## config.mk

```make
export PLATFORM = sky130hd
export DESIGN_NAME = debounce_multi
export DESIGN_NICKNAME = d
export VERILOG_FILES = /design/src/rtl/debounce_multi.sv
export SDC_FILE = /design/constraint.sdc
export NUM_CORES = 1
export LEC_CHECK = 0
export BUFFER_PORTS_ARGS = -buffer_cell sky130_fd_sc_hd__buf_2
export CORE_MARGIN = 5
export CORE_UTILIZATION = 50
export CTS_BUF_LIST = sky130_fd_sc_hd__clkbuf_4 sky130_fd_sc_hd__clkbuf_8
export CTS_CLUSTER_SIZE = 24
export DETAILED_ROUTE_END_ITERATION = 10
export PLACE_DENSITY = 0.64
export SLEW_MARGIN = 15
export SYNTH_ARGS = -nofsm -noshare
export SYNTH_HDL_FRONTEND = slang
export SYNTH_SLANG_ARGS = --single-unit
```

## constraint.sdc

```tcl
create_clock -name clk_100MHz -period 7 [get_ports clk_100MHz]
set_input_delay 0.7 -clock clk_100MHz [delete_from_list [all_inputs] [get_ports clk_100MHz]]
set_output_delay 0.7 -clock clk_100MHz [all_outputs]
set_load 0.05 [all_outputs]
```

## src/rtl/debounce_multi.sv

```systemverilog
// N-channel debouncer: per-channel synchroniser, LOW/WAIT_H/HIGH/WAIT_L FSM and down-counter
// producing a debounced level plus press/release ticks. Define DEBOUNCE_REPEAT_EN for auto-repeat.
module debounce_multi #(
    parameter int unsigned NCH           = 4,
    parameter int unsigned N             = 22,
    parameter int unsigned SYNC_STAGES   = 2,
    parameter int unsigned REPEAT_DELAY  = 50000000,
    parameter int unsigned REPEAT_PERIOD = 10000000
) (
    input  logic           clk_100MHz,
    input  logic           reset,
    input  logic [NCH-1:0] btn,
    output logic [NCH-1:0] db_level,
    output logic [NCH-1:0] press_tick,
    output logic [NCH-1:0] release_tick,
    output logic           press_any
);

    typedef enum logic [1:0] {
        ST_LOW    = 2'd0,
        ST_WAIT_H = 2'd1,
        ST_HIGH   = 2'd2,
        ST_WAIT_L = 2'd3
    } state_e;

`ifdef DEBOUNCE_REPEAT_EN
    localparam int unsigned RPT_MAX = (REPEAT_DELAY > REPEAT_PERIOD) ? REPEAT_DELAY : REPEAT_PERIOD;
    localparam int unsigned RPT_W   = (RPT_MAX > 1) ? $clog2(RPT_MAX) : 1;
`endif

    if (NCH < 1 || NCH > 32 || N < 2 || SYNC_STAGES < 2 || SYNC_STAGES > 4 ||
        REPEAT_DELAY < 1 || REPEAT_PERIOD < 1) begin : g_param_check
        $error("debounce_multi: parameter out of range");
    end

    logic [NCH-1:0] lvl_nxt;
    logic [NCH-1:0] press_nxt;
    logic [NCH-1:0] rel_nxt;

    logic [NCH-1:0] db_level_q;
    logic [NCH-1:0] press_tick_q;
    logic [NCH-1:0] release_tick_q;
    logic           press_any_q;

    for (genvar i = 0; i < NCH; i++) begin : g_ch
        logic [SYNC_STAGES-1:0] sync_q;
        logic                   s;
        state_e                 state_q, state_d;
        logic [N-1:0]           cnt_q, cnt_d;
        logic                   press_d;
        logic                   rel_d;

        always_ff @(posedge clk_100MHz or posedge reset) begin
            if (reset) begin
                sync_q  <= '0;
                state_q <= ST_LOW;
                cnt_q   <= '0;
            end else begin
                sync_q  <= {sync_q[SYNC_STAGES-2:0], btn[i]};
                state_q <= state_d;
                cnt_q   <= cnt_d;
            end
        end

        assign s = sync_q[SYNC_STAGES-1];

        // Counter loads 2^N-1 on the first sample of the new level, so the transition
        // is confirmed on the 2^N-th consecutive sample (counter==1).
        always_comb begin
            state_d = state_q;
            cnt_d   = cnt_q;
            press_d = 1'b0;
            rel_d   = 1'b0;
            case (state_q)
                ST_LOW: begin
                    if (s) begin
                        state_d = ST_WAIT_H;
                        cnt_d   = '1;
                    end
                end
                ST_WAIT_H: begin
                    if (!s) begin
                        state_d = ST_LOW;
                    end else if (cnt_q == N'(1)) begin
                        state_d = ST_HIGH;
                        press_d = 1'b1;
                    end else begin
                        cnt_d = cnt_q - N'(1);
                    end
                end
                ST_HIGH: begin
                    if (!s) begin
                        state_d = ST_WAIT_L;
                        cnt_d   = '1;
                    end
                end
                ST_WAIT_L: begin
                    if (s) begin
                        state_d = ST_HIGH;
                    end else if (cnt_q == N'(1)) begin
                        state_d = ST_LOW;
                        rel_d   = 1'b1;
                    end else begin
                        cnt_d = cnt_q - N'(1);
                    end
                end
                default: state_d = ST_LOW;
            endcase
        end

        assign lvl_nxt[i] = (state_d == ST_HIGH) || (state_d == ST_WAIT_L);
        assign rel_nxt[i] = rel_d;

`ifdef DEBOUNCE_REPEAT_EN
        logic [RPT_W-1:0] rpt_q, rpt_d;
        logic             rpt_tick;

        always_ff @(posedge clk_100MHz or posedge reset) begin
            if (reset) rpt_q <= '0;
            else       rpt_q <= rpt_d;
        end

        // Runs only while HIGH, freezes across WAIT_L bounces, re-arms on each fresh press.
        always_comb begin
            rpt_d    = rpt_q;
            rpt_tick = 1'b0;
            case (state_q)
                ST_LOW: rpt_d = '0;
                ST_HIGH: begin
                    if (rpt_q == '0) begin
                        rpt_tick = 1'b1;
                        rpt_d    = RPT_W'(REPEAT_PERIOD - 1);
                    end else begin
                        rpt_d = rpt_q - RPT_W'(1);
                    end
                end
                default: rpt_d = rpt_q;
            endcase
            if (press_d) rpt_d = RPT_W'(REPEAT_DELAY - 1);
        end

        assign press_nxt[i] = press_d | rpt_tick;
`else
        assign press_nxt[i] = press_d;
`endif
    end

    // Outputs registered from next-state decode so ticks land in the first cycle of the new state.
    always_ff @(posedge clk_100MHz or posedge reset) begin
        if (reset) begin
            db_level_q     <= '0;
            press_tick_q   <= '0;
            release_tick_q <= '0;
            press_any_q    <= 1'b0;
        end else begin
            db_level_q     <= lvl_nxt;
            press_tick_q   <= press_nxt;
            release_tick_q <= rel_nxt;
            press_any_q    <= |press_nxt;
        end
    end

    assign db_level     = db_level_q;
    assign press_tick   = press_tick_q;
    assign release_tick = release_tick_q;
    assign press_any    = press_any_q;

endmodule

```

==> results.yml, run 1 <==
outcome:
  status: "completed"
critical_path:
  critPathMaxFanout: 18
  cpPeakStageDelay_ps: 630
  ff2ff_path_depth: 6
  required_ps: 7320
  path_buf_inv: 1
  crit_slowest_cell: "o21ai_2"
  crit_family: "simple AND/OR/NAND/NOR gates"
  crit-reg2reg-launch: "g_ch[2].cnt_q[8]"
  r2r_end: "g_ch[2].cnt_q[19]"
  rrSetupSlack_ps: 3930
  crit_type: "flip-flop to flip-flop"
  end_kind: "flip-flop"
  worstPathArrival_ps: 3390
  crit_chain: "nor4_1 -> nand3_1 -> o21ai_2 -> inv_1 -> and3_1 -> or3_1"
  critPathLaunchType: "flip-flop"
global_routing:
  grt_pass1_vias: 4752
  grt_overflow: 0
  antenna_found_initial: 0
  grt_max_degree: 84
  grt_pass1_wl_mm: 22.4
  grt.total_usage_pct: 19.1
power_and_ir_drop:
  irDropWorstVdd_uv: 139
  leakagePower_uw: 0.00245
  p_per_area_nw_per_um2: 234
clocking:
  clk_path_buf_depth: 2
  cts_tree: "yes"
  insertion_delay_ps: 440
  cts.sinks: 117
  hold_buffers: 0
  h-tree-depth: 4
  post_cts_buffers: 0
  cts_resized: 0
  cts.reportedPaths.clkPinSlew_ps: 70
  cts_made_buffers: 17
  ctsRootBufferMaster: "clkbuf_8"
synth:
  synth_common_cells: "117 x dfrtp_1, 64 x nor2_1, 53 x a21oi_1"
  synth_seq_cells: 117
  synth_edf_count: 0
  synth_area_leaders: "dfrtp_1 48%, a21oi_1 4.4%, nor2_1 4.0%"
  yosys.area_share.simple_pct: 27.4
  synth-xor-area-share_pct: 0.867
  synth_top_family_by_area: "simple AND/OR/NAND/NOR gates"
  synth.distinct_cells: 65
  synth_ff_type: "dfrtp_1"
  synth_warnings: 0
  synth_cells: 647
  synth_top_area_share_pct: 48.3
  synthMuxAreaShare_pct: 3.14
  yosys.area.top_type: "dfrtp_1"
  synth_area_um2: 6060
  async_flop_share_pct: 100
  avgSynthCellArea_um2: 9.37
  yosysSeqAreaShare_pct: 48.3
  synthAdderAreaFrac_pct: 1.65
  yosysMostFrequentCell: "dfrtp_1"
  synth-compound-area-share_pct: 15.8
  syn-num-nets: 661
floorplanning:
  ios: 19
  fp.coreArea_um2: 12000
  fp.dieW_um: 120
  num_rows: 40
  die-height_um: 120
  start_util_pct: 50.7
  dieArea_um2: 14400
timing:
  fin_crit_sh_pct: 43.9
  rsz0062_at_grt: "no"
  tightest_slew_ps: 1050
  max_slew_margin_pct: 30.0
  setup_viol: 0
  tns_ps: 0
  skew_ps: 8.03
  fmax_mhz: 326
  slew_violations: 0
  final-hold-violation-count: 0
  period_minus_slack_ps: 3070
  layout_setup_ws_ps: 3930
final_layout:
  drive_above_1_share_pct: 13.8
  synthToLayoutAreaGrowth_pct: 10.2
  fin_nets: 674
  n_antenna_cell: 0
placed_design:
  hpwl_mm: 8.37
  io_buffers: 18
  pre_cts_ws_ps: 3580
  place_congestion: 0.838
routing:
  wl_met2_mm: 6.15
  routed_wl_mm: 12.8
  vias: 4992
  viasPerCell: 6.09
  met3_length_um: 387
  drt-initial-drc-count: 390
  ant_nets: 0
  post_drt_wl_per_cell_um: 15.7
  drc_errors: 0
  top_layer_used: "met4"
  first_pass_iters: 4
  m1WireLength_mm: 6.10
run:
  drv_cap: 0
min_path:
  hold_path.class: "input pin to asynchronous set/reset pin"
## worst register-to-register path, delay by kind of cell, from the launching register on
kind | cells | cell delay (ps)
DFF | 1 | 420
AOI/OAI and AO/OA | 1 | 630
buffers and inverters | 1 | 450
and+or+nand+nor | 4 | 1470
## how the worst max path moves through the flow
stage | startpoint | to | cells after the start
global route | g_ch[2].cnt_q[8] | g_ch[2].cnt_q[19] | 6
floorplan | reset | db_level[0] | 1
global placement | g_ch[2].cnt_q[8] | g_ch[2].cnt_q[19] | 6
finish | g_ch[2].cnt_q[8] | g_ch[2].cnt_q[19] | 6
detailed placement | g_ch[2].cnt_q[8] | g_ch[2].cnt_q[19] | 6
CTS | g_ch[2].cnt_q[8] | g_ch[2].cnt_q[19] | 6
## layout by cell type, fill, tap and decap left out, types with 15 or more instances in the layout
cell / n
dfrtp_1: 117
nor2_1: 64
a21oi_1: 53
nand2_1: 40
nor3_1: 33
nand3_1: 31
o21ai_0: 30
a31oi_1: 24
nor4_1: 21
clkbuf_8: 21
or3_1: 18
buf_2: 18
nand4_1: 16
inv_1: 15
nand2b_1: 15
## layer usage
layer | up-vias | global-route usage, %
met1 | 2446 | 24.5
met4 | 0 | 8.73
met2 | 84 | 30.8
met5 | - | 0
li1 | 2446 | -
met3 | 16 | 4.38
## state kept, by name (all words and copies together) (netlist names)
signal,flops
press_tick,4
press_any,1
g_ch.state_q,8
db_level,4
g_ch.cnt_q,88
release_tick,4
g_ch.sync_q,8
## cell type report
cell class / instances / area, um^2
fill: 1087 / 5280
multi-input combinational: 486 / 2970
sequential: 117 / 2930
clock buffer: 23 / 304
tap: 147 / 184
timing repair buffer: 21 / 133
clock inverter: 9 / 100
inverter: 17 / 66.3
## power breakdown
part,switching [uW],internal (uW)
clock network,265,359
logic,73.3,60.6
registers,79.7,728
## stage by stage
stage	util (%)	area, um^2	power, uW	std cells	hold slack [ps]
2_1_floorplan	-	6060	909	647	331
3_3_place_gp	52.2	6250	942	787	332
3_5_place_dp	52.2	6250	952	787	336
4_1_cts	55.6	6650	1580	819	260
5_1_grt	55.9	6690	1660	820	279
6_report	55.9	6690	1570	820	266
## logic make-up (layout without fill, tap and decap cells)
logic type	after synthesis	after routing
buffers and inverters	44	70
XOR/XNOR	6	6
AO/OA/AOI/OAI	153	153
flip-flops	117	117
AND/OR/NAND/NOR	301	301
adder cells (fa/ha/maj)	8	8
multiplexers	18	18
(Power assumes the default switching activity.)
==> run 2: changes to the inputs <==
Settings changed: ABC_AREA set to 1, PLACE_DENSITY 0.64 to 0.67.
Clock period 7 ns to 2.75 ns, I/O delays scaled along.
==> run 2 against run 1 <==
Clock-buffer cell count fell by 3. Routed wire length rose by 16%. Sequential share of layout area is 6.7 points lower. Area after synthesis up 17%. Sequential cell count stayed put. Largest cell class unchanged.
==> results.yml, run 2 <==
outcome:
  status: "completed"
synth:
  yosysSeqAreaShare_pct: 41.1
  synth_area_leaders: "dfrtp_1 41%, nand2_1 16%, nand3_1 8.0%"
  synth_ff_type: "dfrtp_1"
  async_flop_share_pct: 100
  syn-num-nets: 1010
  synth.distinct_cells: 27
  synth_edf_count: 0
  avgSynthCellArea_um2: 7.15
  synth_seq_cells: 117
  synth_top_area_share_pct: 41.1
  yosys.area.top_type: "dfrtp_1"
  synth_common_cells: "301 x nand2_1, 152 x nor2_1, 118 x inv_1"
  synth_warnings: 0
  synth_area_um2: 7120
  yosysMostFrequentCell: "nand2_1"
  synth_cells: 996
placed_design:
  hpwl_mm: 10.6
  io_buffers: 18
  place_congestion: 0.838
  pre_cts_ws_ps: 891
clocking:
  cts_tree: "yes"
  ctsRootBufferMaster: "clkbuf_8"
  clk_path_buf_depth: 2
  cts.reportedPaths.clkPinSlew_ps: 70
  cts.sinks: 117
  cts_made_buffers: 17
  cts_resized: 0
  post_cts_buffers: 0
  h-tree-depth: 4
  insertion_delay_ps: 440
power_and_ir_drop:
  leakagePower_uw: 0.00380
  p_per_area_nw_per_um2: 572
  irDropWorstVdd_uv: 300
timing:
  setup_viol: 0
  period_minus_slack_ps: 1870
  fin_crit_sh_pct: 68.0
  tightest_slew_ps: 707
  max_slew_margin_pct: 52.7
  slew_violations: 0
  fmax_mhz: 535
  final-hold-violation-count: 0
  skew_ps: 11.2
  layout_setup_ws_ps: 880
  tns_ps: 0
  rsz0062_at_grt: "no"
floorplanning:
  start_util_pct: 51.1
  dieArea_um2: 16700
  num_rows: 43
  fp.dieW_um: 129
  ios: 19
  fp.coreArea_um2: 13900
  die-height_um: 129
critical_path:
  worstPathArrival_ps: 2190
  rrSetupSlack_ps: 880
  required_ps: 3070
  end_kind: "flip-flop"
  critPathLaunchType: "flip-flop"
  crit-reg2reg-launch: "g_ch[0].cnt_q[15]"
  crit_type: "flip-flop to flip-flop"
  r2r_end: "g_ch[0].cnt_q[20]"
  ff2ff_path_depth: 8
  critPathMaxFanout: 33
min_path:
  hold_path.class: "flip-flop to flip-flop"
  min_path_cells: 0
  hold_path.startpoint: "g_ch[2].sync_q[0]"
  hold_end: "g_ch[2].sync_q[1]"
final_layout:
  synthToLayoutAreaGrowth_pct: 10.9
  fin_nets: 1039
  drive_above_1_share_pct: 13.2
  fillerInstances: 1329
  layout_common_cells: "301 x nand2_1, 152 x nor2_1, 117 x inv_1, 117 x dfrtp_1, 114 x nand3_1"
  post-route-util_pct: 56.7
  largest_reg_flops: 88
  reg.largest.list: "g_ch.cnt_q (88), g_ch.state_q (8), g_ch.sync_q (8)"
  final_common_cell: "nand2_1"
  top_register: "g_ch.cnt_q"
  n_antenna_cell: 0
routing:
  top_layer_used: "met4"
  vias: 6066
  viasPerCell: 4.98
  post_drt_wl_per_cell_um: 12.2
  ant_nets: 0
  drc_errors: 0
  m1WireLength_mm: 7.50
  routed_wl_mm: 14.9
  drt-initial-drc-count: 333
  wl_met2_mm: 6.74
  met3_length_um: 481
  first_pass_iters: 5
global_routing:
  grt.total_usage_pct: 19.4
  grt_overflow: 0
  grt_max_degree: 38
  grt_pass1_vias: 5626
  antenna_found_initial: 0
  grt_pass1_wl_mm: 26.4
run:
  drv_cap: 0
==> run 2: cell types whose count changed after synthesis, sizes merged, moves of 25 or more <==
cell,change
o21ai,+53
nor3,-27
nor2,+103
a31oi,-25
nand3,+87
a21oi,-53
inv,+107
nand2,+268
==> run 2: worst max-delay path by stage <==
| stage | startpoint | to | slack [ps] | depth (start not counted) |
|---|---|---|---|---|
| after global routing | g_ch[1].cnt_q[1] | g_ch[1].cnt_q[7] | 670 | 11 |
| final | g_ch[0].cnt_q[15] | g_ch[0].cnt_q[20] | 880 | 8 |
| after global placement | g_ch[0].cnt_q[14] | g_ch[0].cnt_q[20] | 900 | 8 |
| after detailed placement | g_ch[0].cnt_q[15] | g_ch[0].cnt_q[20] | 890 | 8 |
| after CTS | g_ch[0].cnt_q[15] | g_ch[0].cnt_q[20] | 880 | 8 |
| after floorplan | reset | db_level[0] | 1050 | 1 |
==> run 2: critical path, cell delays in order (launching register included) <==
cell     delay, ps
dfrtp_1        410
nor2_1         210
nand2_1         90
nor2_2         210
nand3_2        250
nand2_4        200
inv_4          130
nand2_1        150
nand3_1         90
==> run 2: per-layer routing <==
metal | global-route usage (%) | up-vias
met3 | 4.37 | 13
met2 | 29.9 | 79
met4 | 5.56 | 0
met1 | 27.7 | 2776
li1 | - | 3198
met5 | 0 | -
==> run 2: kinds of logic after synthesis <==
| family | synth area share, % |
|---|---|
| AO/OA/AOI/OAI | 8.07 |
| buffers and inverters | 9.23 |
| AND/OR/NAND/NOR | 37.6 |
| flip-flops | 41.1 |
| adder cells (fa/ha/maj) | 1.41 |
| XOR/XNOR | 2.53 |
==> run 2: repair_timing <==
action,4_1_cts,5_1_grt
endpoints found under the setup margin,0,0
hold endpoints to repair,28,0
hold buffers,5,0
==> run 2: stage by stage <==
stage          std cells  instance area (um^2)  power (uW)  hold slack (ps)
2_1_floorplan        996                  7120        2460              306
3_3_place_gp        1181                  7350        2580              332
3_5_place_dp        1181                  7350        2590              336
4_1_cts             1218                  7900        4570              353
5_1_grt             1218                  7900        4770              367
6_report            1218                  7900        4510              347
==> run 2: cell type report <==
class / instances / area, um^2 / area share, %
clock inverter: 12 / 225 / 2.85
clock buffer: 20 / 269 / 3.41
tap: 180 / 225 / 2.85
sequential: 117 / 2930 / 37.1
inverter: 124 / 482 / 6.10
timing repair buffer: 32 / 233 / 2.95
multi-input combinational: 733 / 3530 / 44.8
==> run 2: report_power, final <==
group	internal (uW)	switching, uW
Combinational	199	370
Clock	1230	724
Sequential	1850	142
Total	3280	1240
